`src/rtl/var_mac_if.sv`:
```
// Stream and result handshake bundle for the var_mac dot-product stage.
// The producer/consumer side takes master, the MAC takes slave.
interface var_mac_if;
    logic               start;
    logic signed [19:0] bias;
    logic signed [19:0] x_in;
    logic signed [19:0] w_in;
    logic               in_valid;
    logic               in_ready;
    logic signed [19:0] V_out;
    logic               out_valid;
    logic               out_ready;

    modport master (
        output start, bias, x_in, w_in, in_valid, out_ready,
        input  in_ready, V_out, out_valid
    );

    modport slave (
        input  start, bias, x_in, w_in, in_valid, out_ready,
        output in_ready, V_out, out_valid
    );
endinterface

```
`src/rtl/var_mac.sv`:
```
// Pipelined Q5.15 multiply-accumulate: V_out = bias + sum(x*w), saturated.
// One registered product in flight, accumulated in Q10.30 one edge later.
module var_mac #(
    parameter int N = 16
) (
    input  logic      clk,
    input  logic      rst,
    var_mac_if.slave  bus
);

    typedef enum logic [1:0] {IDLE, ACC, DRAIN, DONE} state_t;

    localparam logic [8:0] LAST = 9'(N - 1);

    state_t             state;
    state_t             state_nx;
    logic [8:0]         cnt;
    logic signed [47:0] acc;
    logic signed [39:0] prod_q;
    logic               prod_v;
    logic signed [19:0] v_q;

    logic               hs;
    logic signed [39:0] prod_d;
    logic signed [47:0] sum;
    logic signed [47:0] shf;
    logic signed [19:0] sat;

    assign hs     = bus.in_valid && (state == ACC);
    assign prod_d = 40'(bus.x_in) * 40'(bus.w_in);
    assign sum    = acc + (prod_v ? 48'(prod_q) : 48'sd0);
    assign shf    = sum >>> 15;

    always_comb begin
        sat = shf[19:0];
        if (shf > 48'sd524287)
            sat = 20'sh7FFFF;
        else if (shf < -48'sd524288)
            sat = 20'sh80000;
    end

    always_ff @(posedge clk) begin
        if (rst)
            state <= IDLE;
        else
            state <= state_nx;
    end

    always_comb begin
        state_nx = state;
        unique case (state)
            IDLE:  if (bus.start) state_nx = ACC;
            ACC:   if (hs && cnt == LAST) state_nx = DRAIN;
            DRAIN: state_nx = DONE;
            DONE:  if (bus.out_ready) state_nx = IDLE;
            default: state_nx = IDLE;
        endcase
    end

    always_comb begin
        bus.in_ready  = (state == ACC);
        bus.out_valid = (state == DONE);
    end

    assign bus.V_out = v_q;

    // acc always absorbs the product in flight, so sum is the next acc
    always_ff @(posedge clk) begin
        if (rst) begin
            acc    <= '0;
            cnt    <= '0;
            prod_q <= '0;
            prod_v <= 1'b0;
            v_q    <= '0;
        end else begin
            case (state)
                IDLE: begin
                    if (bus.start) begin
                        acc    <= {{13{bus.bias[19]}}, bus.bias, 15'b0};
                        cnt    <= '0;
                        prod_v <= 1'b0;
                    end
                end
                ACC: begin
                    acc    <= sum;
                    prod_v <= hs;
                    if (hs) begin
                        prod_q <= prod_d;
                        cnt    <= cnt + 9'd1;
                    end
                end
                DRAIN: begin
                    acc    <= sum;
                    prod_v <= 1'b0;
                    v_q    <= sat;
                end
                default: ;
            endcase
        end
    end

endmodule

```
`src/flat_wrapper.sv`:
```
// flat-port wrapper written by rule: the top's interface ports become plain ports
module var_mac_flat 
#(
    parameter int N = 16
)
  (clk, rst, bus_start, bus_bias, bus_x_in, bus_w_in, bus_in_valid, bus_out_ready, bus_in_ready, bus_V_out, bus_out_valid);
  var_mac_if bus_i ();
  input  logic clk;
  input  logic rst;
  input wire logic [$bits(bus_i.start)-1:0] bus_start;
  input wire logic [$bits(bus_i.bias)-1:0] bus_bias;
  input wire logic [$bits(bus_i.x_in)-1:0] bus_x_in;
  input wire logic [$bits(bus_i.w_in)-1:0] bus_w_in;
  input wire logic [$bits(bus_i.in_valid)-1:0] bus_in_valid;
  input wire logic [$bits(bus_i.out_ready)-1:0] bus_out_ready;
  output wire logic [$bits(bus_i.in_ready)-1:0] bus_in_ready;
  output wire logic [$bits(bus_i.V_out)-1:0] bus_V_out;
  output wire logic [$bits(bus_i.out_valid)-1:0] bus_out_valid;
  assign bus_i.start = bus_start;
  assign bus_i.bias = bus_bias;
  assign bus_i.x_in = bus_x_in;
  assign bus_i.w_in = bus_w_in;
  assign bus_i.in_valid = bus_in_valid;
  assign bus_i.out_ready = bus_out_ready;
  assign bus_in_ready = bus_i.in_ready;
  assign bus_V_out = bus_i.V_out;
  assign bus_out_valid = bus_i.out_valid;
  var_mac #(.N(N)) u_core (.clk(clk), .rst(rst), .bus(bus_i));
endmodule
```
`config.mk`:
```
export PLATFORM = sky130hd
export DESIGN_NAME = var_mac_flat
export DESIGN_NICKNAME = d
export VERILOG_FILES = /design/src/rtl/var_mac_if.sv /design/src/rtl/var_mac.sv /design/src/flat_wrapper.sv
export SDC_FILE = /design/constraint.sdc
export NUM_CORES = 1
export LEC_CHECK = 0
export CAP_MARGIN = 20
export CELL_PAD_IN_SITES_DETAIL_PLACEMENT = 0
export CELL_PAD_IN_SITES_GLOBAL_PLACEMENT = 1
export CORE_UTILIZATION = 35
export DETAILED_ROUTE_END_ITERATION = 7
export PLACE_DENSITY = 0.74
export SYNTH_ARGS = -nofsm -noshare
export SYNTH_HDL_FRONTEND = slang
export SYNTH_SLANG_ARGS = --single-unit
```
`constraint.sdc`:
```
create_clock -name clk -period 23.4 [get_ports clk]
set_input_delay 2.34 -clock clk [delete_from_list [all_inputs] [get_ports clk]]
set_output_delay 2.34 -clock clk [all_outputs]
set_load 0.01 [all_outputs]
```
==> results of run 1 <==
layout by cell type (no fill, tap or decap), types with 5 or more instances in the layout:
| master | instances |
|---|---|
| a221oi_1 | 18 |
| fa_1 | 421 |
| nand3_1 | 19 |
| nor3_1 | 12 |
| clkinv_2 | 5 |
| or3_1 | 12 |
| nand3b_1 | 9 |
| mux2i_1 | 9 |
| clkbuf_16 | 18 |
| o21a_1 | 17 |
| o211ai_1 | 8 |
| a31oi_1 | 7 |
| o21ai_0 | 69 |
| o32ai_2 | 8 |
| inv_1 | 462 |
| o32ai_1 | 8 |
| nand2b_1 | 15 |
| clkbuf_1 | 5 |
| buf_4 | 18 |
| and2_1 | 253 |
| nor2_1 | 155 |
| a2111oi_0 | 8 |
| xnor2_1 | 48 |
| ha_1 | 160 |
| nand2_1 | 310 |
| a22oi_1 | 14 |
| nand4_1 | 16 |
| nor2b_1 | 9 |
| a211oi_1 | 27 |
| or2_2 | 6 |
| and4_1 | 5 |
| a21oi_1 | 130 |
| dfxtp_1 | 120 |
| nor4_1 | 7 |
| a21o_1 | 30 |
| clkdlybuf4s50_1 | 85 |
| o21bai_1 | 22 |
| xor2_1 | 35 |
state kept, by name, indices dropped and copies added, names as in the netlist:
name and flops:
u_core.acc 48, u_core.bus.V_out 20, u_core.state 2, u_core.prod_q 40, u_core.prod_v 1, u_core.cnt 9
logic make-up after synthesis:
family	share of synthesized area [%]
AOI/OAI and AO/OA	12.4
xor gates and xnor gates	3.24
adders and majority gates	45.5
buffers and inverters	9.94
DFF	10.5
muxes	0.393
and+or+nand+nor	18.0
routing by layer:
layer	vias up	track usage (%)	wire, um	share of wire (%)
met5	-	0	0	0
met4	0	4.85	1210	2.1
met3	63	1.99	1860	3.2
met2	325	32.3	28400	49
met1	8774	23.6	26400	46
li1	8336	-	-	-
through the flow:
stage / hold slack, ps / std cells / setup WS (ps) / instance area, um2 / util, %
global route: 470 / 3511 / 12460 / 25000 / 38.8
global placement: 440 / 3476 / 12680 / 24400 / 37.8
CTS: 450 / 3508 / 13070 / 25000 / 38.7
finish: 447 / 3511 / 13100 / 25000 / 38.8
detailed placement: 443 / 3476 / 12610 / 24400 / 37.8
floorplan: 427 / 2657 / 14020 / 22900 / -
final cells by class:
class | count | area, um2
clock buffer | 23 | 458
clock inverter | 9 | 100
fill | 6519 | 39500
inverter | 462 | 1730
multi-input combinational | 1936 | 18200
sequential | 120 | 2400
tap | 855 | 1070
timing repair buffer | 106 | 1050
how the worst min path moves through the flow:
stage	end	from	cells past startpoint	slack, ps
floorplan	u_core.prod_q[12]	u_core.prod_q[12]	2	430
global placement	u_core.prod_q[25]	u_core.prod_q[25]	2	440
detailed placement	u_core.prod_q[31]	u_core.prod_q[31]	2	440
CTS	u_core.prod_q[31]	u_core.prod_q[31]	2	450
global route	u_core.prod_q[31]	u_core.prod_q[31]	2	470
finish	u_core.prod_q[31]	u_core.prod_q[31]	2	450
worst register-to-register path: cells and delay by family (launching register included):
| family | cells | cell delay, ps |
|---|---|---|
| fa+ha+maj | 2 | 660 |
| compound gates | 7 | 1890 |
| flops | 1 | 340 |
| simple gates | 5 | 1490 |
| buf+inv | 1 | 170 |
==> run metrics, run 1 <==
RePlAce Congestion=0.889; area leader, netlist=fa_1; CTS buffer count=17; CP Launch Type=input port; cell repeated most along the worst path=fa_1; htree depth=4; syn_nets=3,303; unrepaired setup endpoints after global routing=no; final hold violations=0; post-route ant nets=0; DRC Markers=0; clock tree from TritonCTS=done; layout net count=3,289; routed via count=17,498; status=completed; Rows=93; I/O Pins=87; Die Area=66,500 um2; Max Cap Viol=0; worst reg2reg setup slack=18,710 ps; Synth Instances=2,657; hold_buf cts=0; # diodes=0; Slowest Stage Delay on Critical Path=1040 ps; Hold Path Class=flip-flop to flip-flop; clock sink count=120; Post-CTS Setup Bufs=0; CP required=23,750 ps; Worst Setup EP=u_core.prod_q[38]; CP max FO=20; Critical Path End Type=flip-flop; Synth cell types=76; worst path bufs/invs=6; vias in the first global route=19,229; WL per Instance=16.5 um; synthesized area per cell=8.62 um2; Total Wirelength=57,900 um; post-synthesis async set-or-reset flop share=0%; Worst-Skew Late Latency=440 ps; Final HPWL DP=48,000 um; core footprint=64,600 um2; global router's overall resource usage=18.3%; Clk pin slew, worst setup/hold paths=50 ps; PortBufs=86; critical path data arrival time=10,660 ps; crit path launch=bus_x_in[19]; 1st-pass router iterations=5; critical path class=input port to flip-flop; predominant post-synthesis flop cell=dfxtp_1; worst r2r path cells=15; post-cts resize count=0; Peak Freq=97.0 MHz; CP max-delay cell=fa_1; Yosys Warn Count=0; Slew Limit Fails=0; Worst-Margin Slew=1000 ps; Slew HR=33.2%; Initial Util=35.5%; drt via density=4.98; sequential fraction of the synthesis area=10.5%; Seq cells post-synth=120; CTS Buffer Depth=2; top cells by count, synth=inv_1 (462), fa_1 (421), nand2_1 (310), and2_1 (252), ha_1 (160); Layout Skew=8.51 ps; most common cell in the synthesized netlist=inv_1; reg2reg end=u_core.bus.V_out[7]; P&R area growth vs syn=9.33%; Stages on worst setup path=26; Synth top area share=36.8%; number of enable flip-flop cells after synthesis=0; Die Ht=258 um; largest net degree at the start of global routing=91; initial antenna violation count=0; worst r2r src=u_core.prod_v; first-pass GRT wire length=99,200 um; Tmin final=10,300 ps; CP delay by family, top=adder cells; top cells by area, synth=fa_1 (37%), dfxtp_1 (10%), ha_1 (8.7%); Root Driver=clkbuf_16; chip width=258 um; # setup viols final=0; Post-Synthesis Cell Area=22,900 um2; GRT overflow=0; ratio of cells with drive above 1 in the final layout=2.97%; Iter 0 DRT Violations=833; TNS Setup=0 ps; final worst path period share=44.0%
Power of run 1 is left out: the tool's default activity adds up to more than one toggle a clock period on the data nets, which glitch-free logic cannot reach.
==> run 2, diff against run 1 <==
clock period = 10.6 ns   (was 23.4 ns; I/O delays follow)
==> run 2 against run 1 <==
  * Non-clock buffer count shrank 3
  * Cell area grew 0.46%
  * Sequential share of layout area is essentially flat
  * First-iteration DRC count grew 6.6%
  * Wire length grew 0.34%
  * Setup slack lost 11000 ps
  * Critical path depth is the same
  * Core utilization grew 0.18 points
  * Count of clock-buffer cells in the layout shrank 2
  * Final cell count is essentially flat
  * Critical path type unchanged
  * Critical endpoint unchanged
==> run metrics, run 2 (synthesis gave the netlist of run 1 again) <==
status=completed; Finished Core Util=39.0% (+0.18 points); CP delay by family, top=adder cells; unrepaired setup endpoints after global routing=no; CTS buffer count=17 (unchanged); CTS Buffer Depth=2 (unchanged); Hold Path Class=flip-flop to flip-flop; Largest Register=u_core.acc; P&R area growth vs syn=9.84%; commonest cells after routing, fill and taps aside=inv_1 (462), fa_1 (421), nand2_1 (310); Worst-Margin Slew=1090 ps (+86.8 ps); routed via count=17,575 (+0.44%); Rows=93 (unchanged); Slowest Stage Delay on Critical Path=1040 ps (about the same); PortBufs=86 (unchanged); Root Driver=clkbuf_16; Die Ht=258 um (unchanged); DRC Markers=0 (unchanged); initial antenna violation count=0 (unchanged); Total Wirelength=58,100 um (+0.34%); core footprint=64,600 um2 (unchanged); largest net degree at the start of global routing=91 (unchanged); CP max FO=20 (unchanged); drt via density=5.01 (+0.53%); most common cell after layout, fill and taps aside=inv_1; final hold violations=0 (unchanged); max FFs per register=48 (unchanged); global router's overall resource usage=18.1% (-0.24 points); Max Cap Viol=0 (unchanged); Finished Cell Area=25,200 um2 (+0.46%); Final Non-Filler Cells=3,508 (-0.085%); I/O Pins=87 (unchanged); Slew HR=27.4% (-5.8 points); Initial Util=35.5% (unchanged); CP max-delay cell=fa_1; placed cell count=3,474 (-0.058%); worst r2r src=u_core.prod_v; layout net count=3,286 (-0.091%); 1st-pass router iterations=5 (unchanged); Die Area=66,500 um2 (unchanged); GRT overflow=0 (unchanged); critical path data arrival time=9260 ps (-1400 ps); Layout Skew=5.69 ps (-2.82 ps); Slew Limit Fails=0 (unchanged); # setup viols final=0 (unchanged); first-pass GRT wire length=97,500 um (-1.7%); vias in the first global route=19,067 (-0.84%); Iter 0 DRT Violations=888 (+6.6%); CP Launch Type=input port; worst path bufs/invs=6 (unchanged); chip width=258 um (unchanged); post-cts resize count=0 (unchanged); TNS Setup=0 ps (unchanged); Post-CTS Setup Bufs=0 (unchanged); critical path class=input port to flip-flop; reg2reg end=u_core.bus.V_out[17]; worst r2r path cells=13 (-2); Final HPWL DP=48,300 um (+0.74%); WHS Path Cells=2 (unchanged); Peak Freq=111 MHz; htree depth=4 (unchanged); Tmin final=8980 ps; final worst path period share=84.7%; Worst Setup EP=u_core.prod_q[38]; crit path launch=bus_x_in[19]; Worst-Skew Late Latency=440 ps (about the same); cell repeated most along the worst path=fa_1; RePlAce Congestion=0.898 (+1.0%); # diodes=0 (unchanged); worst reg2reg setup slack=5470 ps (-13,240 ps); Stages on worst setup path=26 (unchanged); ratio of cells with drive above 1 in the final layout=3.05% (+0.079 points); post-route ant nets=0 (unchanged); clock tree from TritonCTS=done; WL per Instance=16.6 um (+0.43%); Critical Path End Type=flip-flop; hold_buf cts=0 (unchanged); clock sink count=120 (unchanged); Clk pin slew, worst setup/hold paths=60 ps (about the same); area post-placement=24,400 um2 (about the same); CP required=10,890 ps (-12,860 ps)
-- run 2: final cells by class --
cell class,count,area (um2)
Sequential cell,120,2400
Fill cell,6412,39400
Multi-Input combinational cell,1936,18200
Tap cell,855,1070
Clock buffer,21,470
Clock inverter,11,241
Timing Repair Buffer,103,1010
Inverter,462,1730
-- run 2: layer usage --
layer  wire length [um]  vias up  GRT usage, %
met5                  0        -             0
met2              28500      379          31.6
met4               1710        0          6.13
li1                   -     8330             -
met3               2070       95          2.13
met1              25800     8771          23.0
-- run 2: how the worst min path moves through the flow --
stage / from / endpoint / slack, ps
floorplan: u_core.prod_q[12] / u_core.prod_q[12] / 430
global placement: u_core.prod_q[0] / u_core.prod_q[0] / 440
detailed placement: u_core.prod_q[29] / u_core.prod_q[29] / 440
CTS: u_core.prod_q[29] / u_core.prod_q[29] / 450
global route: u_core.prod_q[24] / u_core.prod_q[24] / 470
finish: u_core.prod_q[29] / u_core.prod_q[29] / 450
-- run 2: worst register-to-register path, stage by stage (launching register included) --
cell and delay (ps):
dfxtp_1 460, buf_16 210, and2_1 230, ha_1 330
a21oi_1 240, o21ai_0 150, a21oi_1 200, o211ai_1 250
or4b_1 610, o21ai_0 290, a211oi_1 110, a211oi_1 700
o31a_1 980, o32ai_1 220
-- run 2: through the flow --
stage	worst slack, ps	hold slack (ps)
final	1620	448
after detailed placement	1150	442
after CTS	1600	449
after global placement	1180	437
after global routing	1010	466
after floorplan	2500	427
Power of run 2 is left out for the same reason.
==> run 3, diff against run 2 <==
PLACE_DENSITY = 0.77   (was 0.74)
clock period = 7.7 ns   (was 10.6 ns; I/O delays follow)
==> run 3 against run 2 <==
  * Count of clock-buffer cells in the layout shrank 2
  * Final cell count rose by 4.4%
  * Setup slack got worse by 1400 ps
  * Wire length grew 1.5%
  * Register-to-register slack got worse by 2600 ps
  * Via count rose by 2.8%
  * Global-route usage rose by 0.43 points
  * Core utilization grew 2.0 points
  * Sequential share of layout area fell by 0.47 points
  * Die area unchanged
  * First-iteration DRC count down 3.6%
  * Non-clock buffer count grew 155
  * Highest routed layer unchanged
==> run metrics, run 3 (synthesis gave the netlist of run 1 again) <==
worst r2r src=u_core.prod_v; DRC Markers=0 (unchanged); Max Cap Viol=0 (unchanged); vias in the first global route=19,748 (+3.6%); worst reg2reg setup slack=2890 ps (-2580 ps); Hold Path End=u_core.prod_q[24]; worst r2r path cells=13 (unchanged); Worst-Skew Late Latency=440 ps (about the same); ratio of cells with drive above 1 in the final layout=8.80% (+5.7 points); GRT overflow=0 (unchanged); CP max-delay cell=clkdlybuf4s50_1; CP max FO=10 (-50%); Iter 0 DRT Violations=856 (-3.6%); Hold WS=447 ps (-0.507 ps); Rows=93 (unchanged); Root Driver=clkbuf_16; Largest Register=u_core.acc; drt via density=4.93 (-1.5%); max FFs per register=48 (unchanged); min-delay src=u_core.prod_q[24]; routed via count=18,066 (+2.8%); PortBufs=86 (unchanged); most common cell after layout, fill and taps aside=inv_1; Die Area=66,500 um2 (unchanged); critical path data arrival time=7840 ps (-1420 ps); Tmin final=7460 ps; status=completed; final worst path period share=96.9%; initial antenna violation count=0 (unchanged); CP Launch Type=input port; Clk pin slew, worst setup/hold paths=60 ps (about the same); cell repeated most along the worst path=fa_1; # diodes=0 (unchanged); I/O Pins=87 (unchanged); post-route ant nets=0 (unchanged); hold_buf cts=0 (unchanged); P&R area growth vs syn=15.5%; clock sink count=120 (unchanged); Layout Skew=20.9 ps (+15.2 ps); WL per Instance=16.1 um (-2.8%); Hold Path Class=flip-flop to flip-flop; Slew HR=28.7% (+1.3 points); RePlAce Congestion=0.913 (+1.7%); Initial Util=35.5% (unchanged); Die Ht=258 um (unchanged); critical path class=input port to flip-flop; core footprint=64,600 um2 (unchanged); Slew Limit Fails=0 (unchanged); # setup viols final=0 (unchanged); Peak Freq=134 MHz; first-pass GRT wire length=100,000 um (+2.8%); clock tree from TritonCTS=done; Final HPWL DP=50,500 um (+4.5%); final hold violations=0 (unchanged); htree depth=4 (unchanged); chip width=258 um (unchanged); global router's overall resource usage=18.5% (+0.43 points); CTS Buffer Depth=2 (unchanged); Worst-Margin Slew=1070 ps (-19.3 ps); Critical Path End Type=flip-flop; reg2reg end=u_core.bus.V_out[17]; CTS buffer count=17 (unchanged); Finished Core Util=41.0% (+2.0 points); CP required=8080 ps (-2810 ps); 1st-pass router iterations=7 (+2); layout net count=3,441 (+4.7%); commonest cells after routing, fill and taps aside=inv_1 (462), fa_1 (420), nand2_1 (310); Total Wirelength=58,900 um (+1.5%); largest net degree at the start of global routing=75 (-18%); Slowest Stage Delay on Critical Path=560 ps (-480 ps); WHS Path Cells=2 (unchanged)
## run 3: metrics by stage
step | area (um2) | std cells | setup WS [ps] | setup TNS (ps)
after floorplan | 22900 | 2657 | 90.9 | 0
after global placement | 25800 | 3631 | -169 | -861
after detailed placement | 25800 | 3631 | -320 | -1710
after CTS | 26400 | 3662 | 137 | 0
after global routing | 26500 | 3662 | -54.2 | -169
final | 26500 | 3662 | 242 | 0
## run 3: layer usage
| metal | track usage, % | routed length [um] | vias to the layer above |
|---|---|---|---|
| met1 | 23.6 | 26400 | 9004 |
| met5 | 0 | 0 | - |
| met3 | 1.70 | 1710 | 85 |
| met4 | 6.71 | 1900 | 0 |
| li1 | - | - | 8632 |
| met2 | 32.4 | 28900 | 345 |
## run 3: worst max path at each step
stage,from,cells after the start,end,slack (ps)
floorplan,bus_x_in[19],26,u_core.prod_q[38],90
global placement,bus_w_in[2],28,u_core.prod_q[39],-170
detailed placement,bus_x_in[9],29,u_core.prod_q[39],-320
CTS,bus_x_in[9],29,u_core.prod_q[39],140
global route,bus_w_in[3],27,u_core.prod_q[37],-50
finish,bus_w_in[3],27,u_core.prod_q[37],240
## run 3: worst max-delay path, delay by kind of cell
family          cells  cell delay (ps)
buf+inv             7             1090
fa+ha+maj           8             3720
simple gates        3              620
compound gates      9             1620
## run 3: layout make-up
cell class	instances	area [um2]
sequential	120	2400
fill	6400	38100
clock inverter	12	174
multi-input combinational	1936	18300
clock buffer	19	453
inverter	462	1730
timing repair buffer	258	2340
tap	855	1070
## run 3: what timing repair did
item | in CTS | in global routing
setup buffers | 0 | 0
endpoints found under the hold margin | 0 | 0
resized for setup | 0 | 18
setup endpoints to repair | 0 | 9
Power of run 3 is left out for the same reason.
